$ cat src/rtl/bcd_pkg.sv
// Shared definitions for the sequential binary-to-BCD converter: digit width and
// type, converter FSM state encoding, saturation digit and a constant clog2 helper.
package bcd_pkg;

  localparam int DIGIT_W = 4;

  typedef logic [DIGIT_W-1:0] bcd_digit_t;

  typedef enum logic [1:0] {
    ST_IDLE = 2'd0,
    ST_CONV = 2'd1,
    ST_DONE = 2'd2
  } state_e;

  // Digit value used for every position when the result does not fit.
  localparam bcd_digit_t SAT_DIGIT = 4'h9;

  // Ceiling log2 with a fixed loop bound so it elaborates as a constant.
  function automatic int clog2(input int value);
    int r;
    r = 0;
    for (int i = 0; i < 31; i++) begin
      if ((1 << i) < value) r = i + 1;
    end
    return r;
  endfunction

endpackage : bcd_pkg

$ cat src/rtl/bcd_digit_adj.sv
// Per-digit "add 3" correction of the shift-and-add-3 algorithm. Applied to every
// digit before each left shift so that doubling a digit >= 5 carries correctly.
// Ports:
//   digit_i  in   4  BCD digit before correction
//   digit_o  out  4  digit_i + 3 when digit_i > 4, else digit_i
module bcd_digit_adj
  import bcd_pkg::*;
(
  input  bcd_digit_t digit_i,
  output bcd_digit_t digit_o
);

  // Inputs never exceed 9, so the sum stays within 4 bits.
  assign digit_o = (digit_i > 4'd4) ? digit_i + 4'd3 : digit_i;

endmodule : bcd_digit_adj

$ cat src/rtl/bcd_dabble_conv.sv
// Sequential binary-to-BCD converter (double dabble), one adjust+shift per clock.
// Accepts a value on a valid/ready handshake, converts its magnitude in DATA_W
// cycles, then presents registered digits, sign, overflow flag and a leading-zero
// blanking mask until the consumer takes the result.
// Ports:
//   sys_clk    in   1         clock
//   sys_rst_n  in   1         asynchronous active-low reset
//   in_valid   in   1         input value present
//   in_ready   out  1         converter idle and able to accept
//   data       in   DATA_W    binary value (two's complement when SIGNED=1)
//   out_valid  out  1         result present, held until out_ready
//   out_ready  in   1         consumer takes result
//   bcd        out  4*DIGITS  packed digits, units in [3:0]
//   sign       out  1         input was negative
//   ovf        out  1         value exceeded 10^DIGITS-1, bcd saturated to all 9s
//   nz_mask    out  DIGITS    bit i set when digit i should be displayed
module bcd_dabble_conv
  import bcd_pkg::*;
#(
  parameter int DATA_W = 16,
  parameter int DIGITS = 5,
  parameter int SIGNED = 0
) (
  input  logic                      sys_clk,
  input  logic                      sys_rst_n,
  input  logic                      in_valid,
  output logic                      in_ready,
  input  logic [DATA_W-1:0]         data,
  output logic                      out_valid,
  input  logic                      out_ready,
  output logic [DIGIT_W*DIGITS-1:0] bcd,
  output logic                      sign,
  output logic                      ovf,
  output logic [DIGITS-1:0]         nz_mask
);

  localparam int ACC_W = DIGIT_W * DIGITS;
  localparam int CNT_W = clog2(DATA_W + 1);
  localparam logic [CNT_W-1:0] LAST_CNT = CNT_W'(DATA_W - 1);
  localparam logic [ACC_W-1:0] SAT_ACC  = {DIGITS{SAT_DIGIT}};

  state_e             state_q, state_d;
  logic [CNT_W-1:0]   cnt_q, cnt_d;
  logic [DATA_W-1:0]  mag_q, mag_d;
  logic [ACC_W-1:0]   acc_q, acc_d;
  logic               neg_q, neg_d;
  logic               ovf_acc_q, ovf_acc_d;
  logic [ACC_W-1:0]   bcd_q, bcd_d;
  logic               sign_q, sign_d;
  logic               ovf_q, ovf_d;
  logic [DIGITS-1:0]  nz_q, nz_d;

  logic [ACC_W-1:0]   acc_adj;
  logic [ACC_W-1:0]   acc_shift;
  logic               shift_out;
  logic               neg_in;
  logic               final_ovf;
  logic [ACC_W-1:0]   final_bcd;
  logic [DIGITS-1:0]  final_mask;

  for (genvar g = 0; g < DIGITS; g++) begin : g_adj
    bcd_digit_adj u_adj (
      .digit_i (acc_q[g*DIGIT_W +: DIGIT_W]),
      .digit_o (acc_adj[g*DIGIT_W +: DIGIT_W])
    );
  end

  // The magnitude MSB enters the units digit; the top digit's MSB leaves the
  // accumulator and flags a value too large for DIGITS digits.
  assign acc_shift = {acc_adj[ACC_W-2:0], mag_q[DATA_W-1]};
  assign shift_out = acc_adj[ACC_W-1];
  assign neg_in    = (SIGNED != 0) && data[DATA_W-1];

  // Result as it will look on the final CONV cycle.
  assign final_ovf = ovf_acc_q | shift_out;
  assign final_bcd = final_ovf ? SAT_ACC : acc_shift;

  // A digit is shown if it or any more significant digit is nonzero; units always shown.
  always_comb begin
    logic seen;
    seen       = 1'b0;
    final_mask = '0;
    for (int i = DIGITS - 1; i >= 0; i--) begin
      seen          = seen | (|final_bcd[i*DIGIT_W +: DIGIT_W]);
      final_mask[i] = seen;
    end
    final_mask[0] = 1'b1;
  end

  // NOTE: every signal assigned here gets a default first, so no path leaves one
  // unassigned and no latch is inferred.
  always_comb begin
    state_d   = state_q;
    cnt_d     = cnt_q;
    mag_d     = mag_q;
    acc_d     = acc_q;
    neg_d     = neg_q;
    ovf_acc_d = ovf_acc_q;
    bcd_d     = bcd_q;
    sign_d    = sign_q;
    ovf_d     = ovf_q;
    nz_d      = nz_q;

    unique case (state_q)
      ST_IDLE: begin
        if (in_valid) begin
          state_d   = ST_CONV;
          // Negating -2^(W-1) gives 2^(W-1), which is exact as an unsigned magnitude.
          mag_d     = neg_in ? -data : data;
          neg_d     = neg_in;
          acc_d     = '0;
          ovf_acc_d = 1'b0;
          cnt_d     = '0;
        end
      end
      ST_CONV: begin
        acc_d     = acc_shift;
        mag_d     = mag_q << 1;
        ovf_acc_d = final_ovf;
        cnt_d     = cnt_q + 1'b1;
        if (cnt_q == LAST_CNT) begin
          state_d = ST_DONE;
          bcd_d   = final_bcd;
          sign_d  = neg_q;
          ovf_d   = final_ovf;
          nz_d    = final_mask;
        end
      end
      ST_DONE: begin
        if (out_ready) state_d = ST_IDLE;
      end
      default: state_d = ST_IDLE;
    endcase
  end

  // NOTE: sequential state uses non-blocking assignments so every register
  // samples pre-edge values regardless of statement order.
  always_ff @(posedge sys_clk or negedge sys_rst_n) begin
    if (!sys_rst_n) begin
      state_q   <= ST_IDLE;
      cnt_q     <= '0;
      mag_q     <= '0;
      acc_q     <= '0;
      neg_q     <= 1'b0;
      ovf_acc_q <= 1'b0;
      bcd_q     <= '0;
      sign_q    <= 1'b0;
      ovf_q     <= 1'b0;
      nz_q      <= '0;
    end else begin
      state_q   <= state_d;
      cnt_q     <= cnt_d;
      mag_q     <= mag_d;
      acc_q     <= acc_d;
      neg_q     <= neg_d;
      ovf_acc_q <= ovf_acc_d;
      bcd_q     <= bcd_d;
      sign_q    <= sign_d;
      ovf_q     <= ovf_d;
      nz_q      <= nz_d;
    end
  end

  assign in_ready  = (state_q == ST_IDLE);
  assign out_valid = (state_q == ST_DONE);
  assign bcd       = bcd_q;
  assign sign      = sign_q;
  assign ovf       = ovf_q;
  assign nz_mask   = nz_q;

endmodule : bcd_dabble_conv

$ cat config.mk
export PLATFORM = sky130hd
export DESIGN_NAME = bcd_dabble_conv
export DESIGN_NICKNAME = d
export VERILOG_FILES = /design/src/rtl/bcd_pkg.sv /design/src/rtl/bcd_digit_adj.sv /design/src/rtl/bcd_dabble_conv.sv
export SDC_FILE = /design/constraint.sdc
export NUM_CORES = 1
export LEC_CHECK = 0
export BUFFER_PORTS_ARGS = -buffer_cell sky130_fd_sc_hd__buf_2
export CORE_ASPECT_RATIO = 2
export CORE_MARGIN = 4
export CORE_UTILIZATION = 35
export DETAILED_ROUTE_END_ITERATION = 8
export GPL_TIMING_DRIVEN = 0
export PLACE_DENSITY = 0.57
export RECOVER_POWER = 100
export SYNTH_ARGS = -nofsm -noshare
export SYNTH_HDL_FRONTEND = slang
export SYNTH_HIERARCHICAL = 1
export SYNTH_SLANG_ARGS = --single-unit
$ cat constraint.sdc
create_clock -name sys_clk -period 3.36 [get_ports sys_clk]
set_input_delay 0.336 -clock sys_clk [delete_from_list [all_inputs] [get_ports sys_clk]]
set_output_delay 0.336 -clock sys_clk [all_outputs]
set_load 0.05 [all_outputs]
==> metrics, run 1 <==
num ports=49; Post-Syn Area=3396 um^2; antenna viol nets, final=0; vias=2648; FILL cells=960; met3 usage=3.006%; Clock Power Share=19.9%; syn_area_per_cell=10.14 um^2; critical path class=register to register; sum of negative setup slack=0 ns; Die X=77.65 um; slew of the pin with the lowest slew margin=1.637 ns; Hold Crit Class=input port to register; fin crit share=76.31%; Post-synth ARST share=100.0%; reg2reg path depth=9; combinational share of power=47.9%; Yosys top cell area share=51.58%; Post-Layout Cell Count=529; Worst Path Buf+Inv=1; synth top area cells=dfrtp_1 52%, a22o_1 7.7%, o21ai_0 5.6%; Final Skew=0.007554 ns; Max rail drop VDD=0.4012 mV; max_cap viols=1; Initial Util=35.95%; overall die area=11440 um^2; design area=4046 um^2; Mapped Nets=367; final hold violations=0; Post-synth EDFFs=0; switching part of the total=44.72%; wire per inst=15.33 um; most frequent cells in the layout=70 x dfrtp_1, 48 x clkbuf_1, 38 x o21ai_0, 32 x nand2_1, 30 x a22o_1; Clock H-tree levels=3; Slowest cell on crit path=or4_1; PostCTS Resize Cnt=0; YS warnings=6; clk root buf=clkbuf_16; failing checks=capacitance limit, slew limit; Post CTS Setup Buffer Count=0; Clock Latency Late Sink=0.33 ns; Reg clk slew, reported paths=0.06 ns; antenna cells=0; pin count of the biggest net entering global routing=67; Cell Rows=50; Port Buffers=47; Final Max Tran Viols=67; most common cell after layout, fill and taps aside=dfrtp_1; Most Used Layer, Global Route=met2; Fmax=390.0 MHz; Final min period=2.564 ns; die height=147.3 um; Final Core Density=42.83%; number of global-route vias before repair=2745; Yosys top cell by area=dfrtp_1; met1 usage=16.76%; Post-synth top flop=dfrtp_1; Yosys cell types=39; CP cell instances=inv_1 > ha_1 > nor2b_1 > o21ai_0 > o21ai_0 > or4_1 > nor2_1 > nand4_2 > o32a_1; Placed Cells=513; DR vias/cell=5.006; status=complete, but fails checks; register area=1752 um^2; HPWL after DPL=5.952 mm; post-synthesis cell count=335; met2 usage=27.66%; total gr overflow=0; Detailed Route WL=8.111 mm; most frequent CP cell=o21ai_0; Leak=1.842 nW; Crit. End Element=register; CP peak stage delay=0.48 ns; multi-input logic area=1476 um^2; Top delay family on crit path=simple AND/OR/NAND/NOR gates; setup violators final=0; Starting DRT DRC Count=126; Worst Path Required=3.58 ns; register area share after synthesis=51.58%; global-route wire length before repair=13.65 mm; placed cell areas=3824 um^2; CP Depth=9; drt pass-1 iters=4; share of post-route cells with drive strength above 1=10.78%; Hold Slack=0.2081 ns; Slew headroom=-9.154%; Worst EP arrival=2.78 ns; CTS Buf Count=9; hold path depth=2; Seq pwr share=32.2%; antenna violations before repair=0; CTS tree=done; GRT Overall Usage=15.18%; Area growth syn-to-layout=19.16%; setup slack, reg-to-reg=0.80 ns; crit-path max FO=4; CP startpoint kind=register; clk sinks=70; RSZ-0062 raised after global routing=false; P per Cell Area=1155 nW/um^2; Net Switching=0.002091 W; core area=9447 um^2; Int Pwr=0.002584 W; DR DRC count=0; post-synthesis register bit count=70; Final GP Congestion=0.7457; final net count=427; Max Root-Sink Buffers=2
-- power groups by stage --
stage               logic, W  clock network, W  registers, W
global placement     0.00227                 0       0.00150
detailed placement   0.00233                 0       0.00151
finish               0.00224          0.000931       0.00151
floorplan            0.00130                 0       0.00194
CTS                  0.00234          0.000962       0.00150
global route         0.00247          0.000999       0.00156
-- cells in the mapped netlist (2+ instances only) --
master / n
dfrtp_1: 70
o21ai_0: 38
nand2_1: 32
a22o_1: 30
inv_1: 17
a21oi_1: 16
nor3b_1: 14
clkbuf_1: 12
ha_1: 12
nor2_1: 11
nand2b_1: 9
nor3_1: 9
nor2b_1: 7
a21o_1: 6
mux2i_1: 6
a21oi_2: 5
buf_2: 5
o21ai_1: 5
xnor2_1: 5
o22a_1: 4
buf_1: 3
a22o_2: 2
-- worst register-to-register path, stage by stage (launching register included) --
cell	delay, ns
dfrtp_1	0.42
inv_1	0.08
ha_1	0.23
nor2b_1	0.14
o21ai_0	0.14
o21ai_0	0.18
or4_1	0.48
nor2_1	0.28
nand4_2	0.15
o32a_1	0.35
-- metal layers --
layer	vias up	part of all wire (%)
met1	1274	39
li1	1297	-
met3	11	4.2
met2	66	55
met5	-	0
met4	0	2.4
-- logic make-up after synthesis --
| group | Yosys count | share of synthesized area (%) |
|---|---|---|
| adders and majority gates | 12 | 4.421 |
| and+or+nand+nor | 91 | 14.33 |
| other | 1 | 0.1104 |
| xor gates and xnor gates | 5 | 1.290 |
| muxes | 6 | 1.769 |
| AOI/OAI and AO/OA | 111 | 21.89 |
| DFF | 70 | 51.58 |
| buffers and inverters | 39 | 4.605 |
-- through the flow --
step / power (W) / setup WS, ns
4_1_cts: 0.004804 / 0.9282
6_report: 0.004675 / 0.7960
5_1_grt: 0.005026 / 0.6415
2_1_floorplan: 0.003245 / 1.194
3_5_place_dp: 0.003847 / 0.9580
3_3_place_gp: 0.003775 / 0.9960
-- area by class of cell --
type	instances	share of cell area, %
Tap cell	130	4.020
Timing Repair Buffer	49	5.288
Multi-Input combinational cell	226	36.49
Clock inverter	4	1.175
Inverter	18	1.670
Buffer	21	2.072
Sequential cell	70	43.29
Clock buffer	11	5.999
-- sequential cells by signal (all words and copies together), names as in the netlist --
signal     count
state_q        2
acc_q         20
ovf            1
mag_q         16
nz_mask        5
cnt_q          5
ovf_acc_q      1
bcd           20
-- path summary, 6_finish.rpt --
kind | startpoint | to
setup / recovery | acc_q[16]$_DFFE_PN0P_ | nz_mask[1]$_DFFE_PN0P_
max in group asynchronous | sys_rst_n | mag_q[4]$_DFFE_PN0P_
setup reg to reg | acc_q[16]$_DFFE_PN0P_ | nz_mask[1]$_DFFE_PN0P_
min in group asynchronous | sys_rst_n | acc_q[17]$_DFFE_PN0P_
hold / removal | out_ready | state_q[1]$_DFFE_PN0P_
hold reg to reg | nz_mask[0]$_DFFE_PN0P_ | nz_mask[0]$_DFFE_PN0P_
-- repair_timing --
action / in CTS / in global routing
hold buffers: 1 / 0
endpoints found under the hold margin: 4 / 0
setup endpoints to repair: 0 / 0
No activity file was read; power rests on OpenSTA's default activity.
==> run 2: changes to the inputs <==
--- a/config.mk
+++ b/config.mk
@@ -11,7 +11,7 @@
 export CORE_UTILIZATION = 35
 export DETAILED_ROUTE_END_ITERATION = 8
 export GPL_TIMING_DRIVEN = 0
-export PLACE_DENSITY = 0.57
+export PLACE_DENSITY = 0.59
 export RECOVER_POWER = 100
 export SYNTH_ARGS = -nofsm -noshare
 export SYNTH_HDL_FRONTEND = slang
==> constraint.sdc (replaced) <==
create_clock -name sys_clk -period 2.2 [get_ports sys_clk]
set_input_delay 0.22 -clock sys_clk [delete_from_list [all_inputs] [get_ports sys_clk]]
set_output_delay 0.22 -clock sys_clk [all_outputs]
set_load 0.05 [all_outputs]
==> metrics, run 2 (same netlist as run 1, synthesis figures left out) <==
Final min period=2.190 ns; final hold violations=0; share of post-route cells with drive strength above 1=19.42%; Final Skew=0.006120 ns; Area growth syn-to-layout=26.60%; Fmax=456.5 MHz; die height=147.3 um; Leak=1.969 nW; Worst Path Required=2.41 ns; CTS tree=done; max_cap viols=0; antenna cells=0; DR vias/cell=5.048; Detailed Route WL=8.590 mm; global-route wire length before repair=14.47 mm; clk root buf=clkbuf_16; core area=9447 um^2; Clock Latency Late Sink=0.33 ns; most frequent cells in the layout=69 x dfrtp_1, 42 x clkbuf_1, 34 x o21ai_0, 32 x nand2_1, 30 x a22o_1; Max rail drop VDD=0.6629 mV; Hold Crit Class=input port to register; HPWL after DPL=5.935 mm; Starting DRT DRC Count=174; Placed Cells=513; Cell Rows=50; total power=0.007931 W; most common cell after layout, fill and taps aside=dfrtp_1; status=finished clean; Clock H-tree levels=3; final net count=440; fin crit share=99.56%; setup violators final=0; Slew headroom=8.909%; antenna violations before repair=0; crit-path max FO=4; CP startpoint kind=register; Reg clk slew, reported paths=0.05 ns; number of global-route vias before repair=2934; Max Root-Sink Buffers=2; Crit. End Element=register; DP Worst Slack=-0.2729 ns; wire per inst=15.85 um; sum of negative setup slack=0 ns; GRT Overall Usage=15.99%; antenna viol nets, final=0; slew of the pin with the lowest slew margin=1.366 ns; P per Cell Area=1845 nW/um^2; clk sinks=70; DR DRC count=0; total gr overflow=0; critical path class=register to register; Initial Util=35.95%; num ports=49; Post-Layout Cell Count=542; pin count of the biggest net entering global routing=47; Final Max Tran Viols=0; Port Buffers=47; drt pass-1 iters=4; final worst slack=0.009587 ns; CTS Buf Count=9; Final GP Congestion=0.7989; setup slack, reg-to-reg=0.01 ns; Die X=77.65 um; vias=2736; FILL cells=917; overall die area=11440 um^2; Worst EP arrival=2.40 ns; RSZ-0062 raised after global routing=true
[run 2: cell count changes in the layout (fill, tap and decap cells not counted), moves of 2 or more]
| cell | change |
|---|---|
| buf_2 | +3 |
| nor2_1 | -2 |
| inv_2 | +3 |
| o21ai_0 | -4 |
| buf_6 | +2 |
| mux2i_1 | -2 |
| nor3_1 | -2 |
| buf_4 | +13 |
| mux2i_2 | +2 |
| inv_1 | -3 |
| o21ai_2 | +3 |
| bufinv_16 | +2 |
| ha_1 | -2 |
| clkbuf_1 | -6 |
[run 2: final cells by class]
type	instances	area, um^2	area share [%]
buffer	21	95.09	2.212
clock buffer	11	242.7	5.646
clock inverter	4	95.09	2.212
inverter	18	67.56	1.572
multi-input combinational	226	1563	36.35
sequential	70	1753	40.77
tap	130	162.7	3.783
timing repair buffer	62	320.3	7.451
[run 2: path summary, 6_finish.rpt]
path,start,endpoint,cells after the start
max,acc_q[4]$_DFFE_PN0P_,nz_mask[1]$_DFFE_PN0P_,7
min,out_ready,state_q[1]$_DFFE_PN0P_,2
max reg2reg,acc_q[4]$_DFFE_PN0P_,nz_mask[1]$_DFFE_PN0P_,7
min reg2reg,cnt_q[4]$_DFFE_PN0P_,cnt_q[4]$_DFFE_PN0P_,2
max in group asynchronous,sys_rst_n,acc_q[12]$_DFFE_PN0P_,3
min in group asynchronous,sys_rst_n,acc_q[14]$_DFFE_PN0P_,2
[run 2: per-layer routing]
layer  vias to the layer above  GRT usage (%)  routed length (um)
met4                         0          7.130                 257
li1                       1330              -                   -
met3                        16          3.865                 330
met2                        70          28.35                4585
met1                      1320          17.75                3416
met5                         -              0                   0
[run 2: worst max-delay path, stage by stage, from the launching register on]
cell and delay (ns):
dfrtp_1 0.41, inv_1 0.09, ha_1 0.23, nor2b_1 0.13, o21ai_0 0.13, o21ai_0 0.18
or4_1 0.56, o32a_1 0.34
[run 2: stage by stage]
stage	hold slack (ns)	utilization [%]	instance area, um^2
floorplan	-0.07559	-	3396
global placement	0.4189	40.16	3794
detailed placement	0.1578	40.48	3824
CTS	0.07242	45.87	4333
global route	0.07808	45.51	4299
finish	0.07706	45.51	4299
[run 2: repair_timing]
item	in CTS	in global routing
gates resized for setup	17	10
endpoints found under the setup margin	2	13
buffers inserted	14	0
pin swaps	9	3
endpoints found under the hold margin	24	0
hold buffers	1	0
[run 2: power breakdown]
part	switching (W)	internal, W	total (W)
Sequential	0.000454	0.00186	0.00232
Combinational	0.00245	0.00150	0.00395
Clock	0.000533	0.00113	0.00166
